### config.mk
export PLATFORM = sky130hd
export DESIGN_NAME = intsat_pipe
export DESIGN_NICKNAME = d
export VERILOG_FILES = /design/src/rtl/intsat_pkg.sv /design/src/rtl/intsat_round.sv /design/src/rtl/intsat_pipe.sv
export SDC_FILE = /design/constraint.sdc
export NUM_CORES = 1
export LEC_CHECK = 0
export ABC_CLOCK_PERIOD_IN_PS = 4000
export BUFFER_PORTS_ARGS = -buffer_cell sky130_fd_sc_hd__buf_4
export CAP_MARGIN = 10
export CELL_PAD_IN_SITES_DETAIL_PLACEMENT = 1
export CELL_PAD_IN_SITES_GLOBAL_PLACEMENT = 1
export CORE_UTILIZATION = 29
export CTS_BUF_LIST = sky130_fd_sc_hd__clkbuf_2 sky130_fd_sc_hd__clkbuf_4 sky130_fd_sc_hd__clkbuf_8
export CTS_CLUSTER_DIAMETER = 80
export DETAILED_ROUTE_END_ITERATION = 7
export GPL_TIMING_DRIVEN = 0
export HOLD_SLACK_MARGIN = 0.1
export MAX_ROUTING_LAYER = met4
export PLACE_DENSITY = 0.65
export SYNTH_ARGS = -nofsm -noshare
export SYNTH_HDL_FRONTEND = slang
export SYNTH_SLANG_ARGS = --single-unit
### constraint.sdc
create_clock -name clk -period 4 [get_ports clk]
set_input_delay 0.8 -clock clk [delete_from_list [all_inputs] [get_ports clk]]
set_output_delay 0.8 -clock clk [all_outputs]
set_load 0.05 [all_outputs]
### src/rtl/intsat_pkg.sv
// Shared encodings for the rounding saturator: round-mode selectors and
// the {neg_sat, pos_sat} flag values reported alongside each output sample.
package intsat_pkg;

   localparam logic [1:0] RND_FLOOR     = 2'd0;
   localparam logic [1:0] RND_HALF_UP   = 2'd1;
   localparam logic [1:0] RND_HALF_EVEN = 2'd2;

   localparam logic [1:0] SAT_NONE = 2'b00;
   localparam logic [1:0] SAT_POS  = 2'b01;
   localparam logic [1:0] SAT_NEG  = 2'b10;

endpackage

### src/rtl/intsat_round.sv
// Combinational round-and-shift: drops RTRUNC low bits of a signed sample,
// with the add done one bit wider than the input so it never wraps.
module intsat_round
   import intsat_pkg::*;
#(
   parameter int IN_LEN = 64,
   parameter int RTRUNC = 0
) (
   input  logic signed [IN_LEN-1:0] i_data,
   input  logic        [1:0]        i_mode,
   output logic signed [IN_LEN-RTRUNC:0] o_data
);

   localparam int HSH = (RTRUNC > 0) ? RTRUNC - 1 : 0;
   localparam int LSB = (RTRUNC > 0) ? RTRUNC : 0;
   localparam logic [IN_LEN:0] ONE  = {{IN_LEN{1'b0}}, 1'b1};
   localparam logic [IN_LEN:0] HALF = ONE << HSH;

   // Half-even biases by half-1 and lets the kept LSB break the tie upward.
   function automatic logic [IN_LEN:0] round_bias(input logic [1:0] mode,
                                                  input logic       kept_lsb);
      logic [IN_LEN:0] b;
      b = '0;
      if (RTRUNC > 0) begin
         case (mode)
            RND_HALF_UP:   b = HALF;
            RND_HALF_EVEN: b = HALF - ONE + {{IN_LEN{1'b0}}, kept_lsb};
            default:       b = '0;
         endcase
      end
      return b;
   endfunction

   logic [IN_LEN:0] w_ext;
   logic [IN_LEN:0] w_sum;

   assign w_ext  = {i_data[IN_LEN-1], i_data};
   assign w_sum  = w_ext + round_bias(i_mode, i_data[LSB]);
   assign o_data = w_sum[IN_LEN:RTRUNC];

endmodule

### src/rtl/intsat_pipe.sv
// Two-stage multi-channel rounding saturator with valid/ready flow control
// and per-channel saturation statistics (saturating counters + sticky flags).
module intsat_pipe
   import intsat_pkg::*;
#(
   parameter  int IN_LEN   = 64,
   parameter  int LTRUNC   = 32,
   parameter  int RTRUNC   = 0,
   parameter  int CHANNELS = 1,
   parameter  int CNT_LEN  = 16,
   localparam int OUT_LEN  = IN_LEN - LTRUNC - RTRUNC,
   localparam int CH_W     = (CHANNELS > 1) ? $clog2(CHANNELS) : 1
) (
   input  logic                         clk,
   input  logic                         rst,
   input  logic                         in_valid,
   output logic                         in_ready,
   input  logic signed [IN_LEN-1:0]     in_data,
   input  logic        [CH_W-1:0]       in_chan,
   input  logic        [1:0]            round_mode,
   output logic                         out_valid,
   input  logic                         out_ready,
   output logic signed [OUT_LEN-1:0]    out_data,
   output logic        [CH_W-1:0]       out_chan,
   output logic        [1:0]            out_sat,
   input  logic        [CHANNELS-1:0]   sat_clear,
   output logic        [CHANNELS-1:0]   sat_sticky,
   output logic [CHANNELS*CNT_LEN-1:0]  sat_count
);

   localparam int SH_LEN = IN_LEN + 1 - RTRUNC;
   localparam logic [CNT_LEN-1:0] CNT_MAX = '1;
   localparam logic [CNT_LEN-1:0] CNT_ONE = {{(CNT_LEN-1){1'b0}}, 1'b1};

   // Result packed as {sat flags, data}; in range when the top LTRUNC+2 bits agree.
   function automatic logic [OUT_LEN+1:0] saturate(input logic [SH_LEN-1:0] v);
      logic [LTRUNC+1:0] top;
      top = v[SH_LEN-1:OUT_LEN-1];
      if ((&top) || !(|top))
         return {SAT_NONE, v[OUT_LEN-1:0]};
      else if (v[SH_LEN-1])
         return {SAT_NEG, 1'b1, {(OUT_LEN-1){1'b0}}};
      else
         return {SAT_POS, 1'b0, {(OUT_LEN-1){1'b1}}};
   endfunction

   function automatic logic [CNT_LEN-1:0] cnt_inc(input logic [CNT_LEN-1:0] c);
      return (c == CNT_MAX) ? c : c + CNT_ONE;
   endfunction

   logic                     w_en;
   logic signed [SH_LEN-1:0] w_sh;
   logic [OUT_LEN+1:0]       w_sat_res;
   logic                     w_hs_sat;

   logic                     r_vld_p1;
   logic        [SH_LEN-1:0] r_sh_p1;
   logic        [CH_W-1:0]   r_chan_p1;

   logic                     r_vld_p2;
   logic        [OUT_LEN-1:0] r_data_p2;
   logic        [1:0]        r_sat_p2;
   logic        [CH_W-1:0]   r_chan_p2;

   logic [CNT_LEN-1:0]       r_cnt [CHANNELS];
   logic [CHANNELS-1:0]      r_sticky;

   // Whole pipe advances together; in_ready follows out_ready combinationally.
   assign w_en     = !r_vld_p2 || out_ready;
   assign in_ready = w_en;

   intsat_round #(
      .IN_LEN (IN_LEN),
      .RTRUNC (RTRUNC)
   ) u_round (
      .i_data (in_data),
      .i_mode (round_mode),
      .o_data (w_sh)
   );

   // ---- S1: rounded/shifted value ----
   always_ff @(posedge clk) begin
      if (rst)
         r_vld_p1 <= 1'b0;
      else if (w_en)
         r_vld_p1 <= in_valid;
   end

   always_ff @(posedge clk) begin
      if (w_en) begin
         r_sh_p1   <= w_sh;
         r_chan_p1 <= in_chan;
      end
   end

   assign w_sat_res = saturate(r_sh_p1);

   // ---- S2: saturated output register ----
   always_ff @(posedge clk) begin
      if (rst) begin
         r_vld_p2  <= 1'b0;
         r_data_p2 <= '0;
         r_sat_p2  <= SAT_NONE;
         r_chan_p2 <= '0;
      end else if (w_en) begin
         r_vld_p2  <= r_vld_p1;
         r_data_p2 <= w_sat_res[OUT_LEN-1:0];
         r_sat_p2  <= w_sat_res[OUT_LEN+1:OUT_LEN];
         r_chan_p2 <= r_chan_p1;
      end
   end

   assign out_valid = r_vld_p2;
   assign out_data  = r_data_p2;
   assign out_sat   = r_sat_p2;
   assign out_chan  = r_chan_p2;

   assign w_hs_sat = r_vld_p2 && out_ready && (r_sat_p2 != SAT_NONE);

   // A counted event on the same cycle as a clear restarts the count at one.
   always_ff @(posedge clk) begin
      if (rst) begin
         for (int k = 0; k < CHANNELS; k++)
            r_cnt[k] <= '0;
         r_sticky <= '0;
      end else begin
         for (int k = 0; k < CHANNELS; k++) begin
            if (w_hs_sat && (int'(r_chan_p2) == k)) begin
               r_cnt[k]    <= sat_clear[k] ? CNT_ONE : cnt_inc(r_cnt[k]);
               r_sticky[k] <= 1'b1;
            end else if (sat_clear[k]) begin
               r_cnt[k]    <= '0;
               r_sticky[k] <= 1'b0;
            end
         end
      end
   end

   for (genvar g = 0; g < CHANNELS; g++) begin : g_cnt
      assign sat_count[g*CNT_LEN +: CNT_LEN] = r_cnt[g];
   end

   assign sat_sticky = r_sticky;

endmodule

==> summary.md <==
| Metric | Value |
|---|---|
| Status | `complete, no violations` |
| Final HPWL DP | `approximately 10 mm` |
| GP Congestion | `0.759` |
| CTS Buffer Depth | `2` |
| Worst skew pair latency | `430 ps` |
| Port bufs | `around 120` |
| Routed WL per cell | `between 15 and 20 um` |
| CTS resizes | `0` |
| Layout cells sized above 1 | `0.281` |
| Final WS setup | `about 1200 ps` |
| Post-synth top cells | `edfxtp_1, dfxtp_1, inv_1` |
| Nets | `approximately 670` |
| Skew final | `10.4 ps` |
| FFs w/ async S/R, synth | `0` |
| Setup Buffers After CTS | `0` |
| RSZ-0062 raised after global routing | `no` |
| Root Driver | `clkbuf_8` |
| First-pass GRT wire length | `~22 mm` |
| Slew Limit Fails | `0` |
| CTS Sinks | `119` |
| # diodes | `0` |
| Hold Slack | `about 470 ps` |
| Flops & latches, synth | `around 120` |
| Reg2Reg Depth | `7` |
| Primary FF master, synth | `edfxtp_1` |
| Vias in the first global route | `between 4000 and 5000` |
| Relative slew slack | `0.467` |
| Critical path fanouts, max | `29` |
| Fin util | `0.392` |
| Die width | `roughly 140 um` |
| Final WL | `14.0 mm` |
| CP Data Arrival Time | `between 2000 and 2500 ps` |
| R2r setup slk | `about 1500 ps` |
| Antenna Nets Post-Route | `0` |
| Starting Density | `0.298` |
| Min-delay src | `out_data[31]$_SDFFE_PP0P_` |
| Iter 0 DRT Violations | `143` |
| Hold endpoint | `out_data[31]$_SDFFE_PP0P_` |
| Peak VDD IR | `0.000191 V` |
| Startpoint Class | `flop` |
| Ports | `126` |
| Initial DRT Pass Iterations | `5` |
| Final Hold Fails | `0` |
| Syn nets | `525` |
| Core area | `17400 sq um` |
| Reg-to-reg endpoint | `r_cnt[0][13]$_SDFFCE_PP0P_` |
| Worst R2R Start | `r_cnt[0][0]$_SDFFCE_PP0P_` |
| Placed insts | `around 800` |
| Synthesis Warnings | `0` |
| Seq/Total Area, Yosys | `0.614` |
| Syn avg cell area | `~11 sq um` |
| Leakage power | `~2.6 nW` |
| Die Height | `136 um` |
| CTS clock-pin slew for the worst setup and hold paths | `roughly 70 ps` |
| Max-Cap Viols | `0` |
| Final min period | `approximately 2800 ps` |
| CTS tree | `built` |
| Die ar. | `between 15000 and 20000 sq um` |
| Final worst-path cycle share | `0.709` |
| Initial antenna violation count | `0` |
| Post-synth top area share | `0.468` |
| F_max | `between 0.3 and 0.4 GHz` |
| Hold Crit Depth | `2` |
| Layout area overhead | `31.4%` |
| Final std cells w/o fill | `834` |
| Final setup fails | `0` |
| Filler cell count in the final layout | `slightly below 2000` |
| Ranking of synthesized cells by area | `edfxtp_1, dfxtp_1, o31ai_1` |
| Gr ovfl total | `0` |
| P per Cell Area | `~440 nW/um^2` |
| Post-Syn Area | `just over 5000 sq um` |
| WS Path Type | `flop to output port` |
| Drt drc | `0` |
| H-tree depth | `4` |
| Setup crit end kind | `output port` |
| Largest net degree at the start of global routing | `43` |
| CTS buffer count | `17` |
| Most common cell in the netlist | `edfxtp_1` |
| Total Routing Usage GR | `0.165` |
| Via count | `~4100` |
| Worst EP required | `between 3000 and 4000 ps` |
| Num rows | `48` |
| Hold WC Path Type | `flop to flop` |
| EDFF count, synth | `between 80 and 90` |
| Cells after synthesis | `452` |
| Least-Margin Pin Slew | `just under 800 ps` |
| Number of distinct library cells after synthesis | `37` |
| Synth area leader | `edfxtp_1` |
| CTS Hold Buffers Added | `0` |
| Via density | `4.96` |
| Place WS | `roughly 1100 ps` |
-- critical path: stages (launching register included) --
cell     delay, ps
dfxtp_1        320
buf_2          160
nor2b_1        140
buf_2          170
inv_2          490
buf_4          320
-- stage by stage --
step | setup TNS (ps) | area [sq um] | total power [mW]
final | 0 | 6830 | 2.97
after global routing | 0 | 6830 | 3.10
after CTS | 0 | 6830 | 3.02
after detailed placement | 0 | 6430 | 1.92
after global placement | -3670 | 6400 | 1.90
after floorplan | 0 | 5200 | 1.73
-- placed cells by master (no fill, tap or decap), drive strengths merged, types with 31 or more instances in the layout --
cell	instances
o311ai	31
and2	33
clkbuf	50
edfxtp	81
inv	36
buf	135
nand3b	31
o21ai	35
o31ai	32
dfxtp	38
-- registers in the layout, indices dropped and copies added, names as in the netlist --
signal and cells:
out_chan 1, out_data 32, out_sat 2, out_valid 1
r_chan_p1 1, r_cnt 16, r_sh_p1 64, r_vld_p1 1
sat_sticky 1
-- layout make-up --
| class | instances | area [sq um] | area share |
|---|---|---|---|
| plain buffers | 37 | 150 | 0.0220 |
| well taps | 225 | 282 | 0.0412 |
| repair buffers | 125 | 955 | 0.140 |
| flip-flops and latches | 119 | 3190 | 0.468 |
| inverters | 36 | 135 | 0.0198 |
| multi-input cells | 260 | 1720 | 0.252 |
| clock inverters | 9 | 104 | 0.0152 |
| clock buffers | 23 | 292 | 0.0427 |
-- cells by family (layout without fill, tap and decap cells) --
family / Yosys count / after routing / synth area share
AOI/OAI and AO/OA: 109 / 109 / 0.145
xor gates and xnor gates: 11 / 11 / 0.0185
adders and majority gates: 1 / 1 / 0.00241
buffers and inverters: 73 / 230 / 0.0549
DFF: 119 / 119 / 0.614
and+or+nand+nor: 139 / 139 / 0.165
-- report_power, final --
group          total [mW]  internal (mW)  switching, mW
clock network        1.08          0.609          0.475
logic               0.420          0.149          0.271
registers            1.47           1.41         0.0631
total                2.97           2.16          0.809
-- worst max-delay path by stage --
stage	from	to
after floorplan	out_ready	out_data[10]$_SDFFE_PP0P_
after global placement	out_ready	in_ready
after detailed placement	out_ready	out_data[28]$_SDFFE_PP0P_
after CTS	out_valid$_SDFFE_PP0P_	in_ready
after global routing	out_valid$_SDFFE_PP0P_	in_ready
final	out_valid$_SDFFE_PP0P_	in_ready
-- routing by layer --
layer	vias up	part of all wire	track usage
met5	-	0	-
met4	0	0.017	0.0667
met3	17	0.036	0.0391
met2	106	0.52	0.270
met1	2033	0.43	0.195
li1	1982	-	-
(Power assumes the default switching activity.)
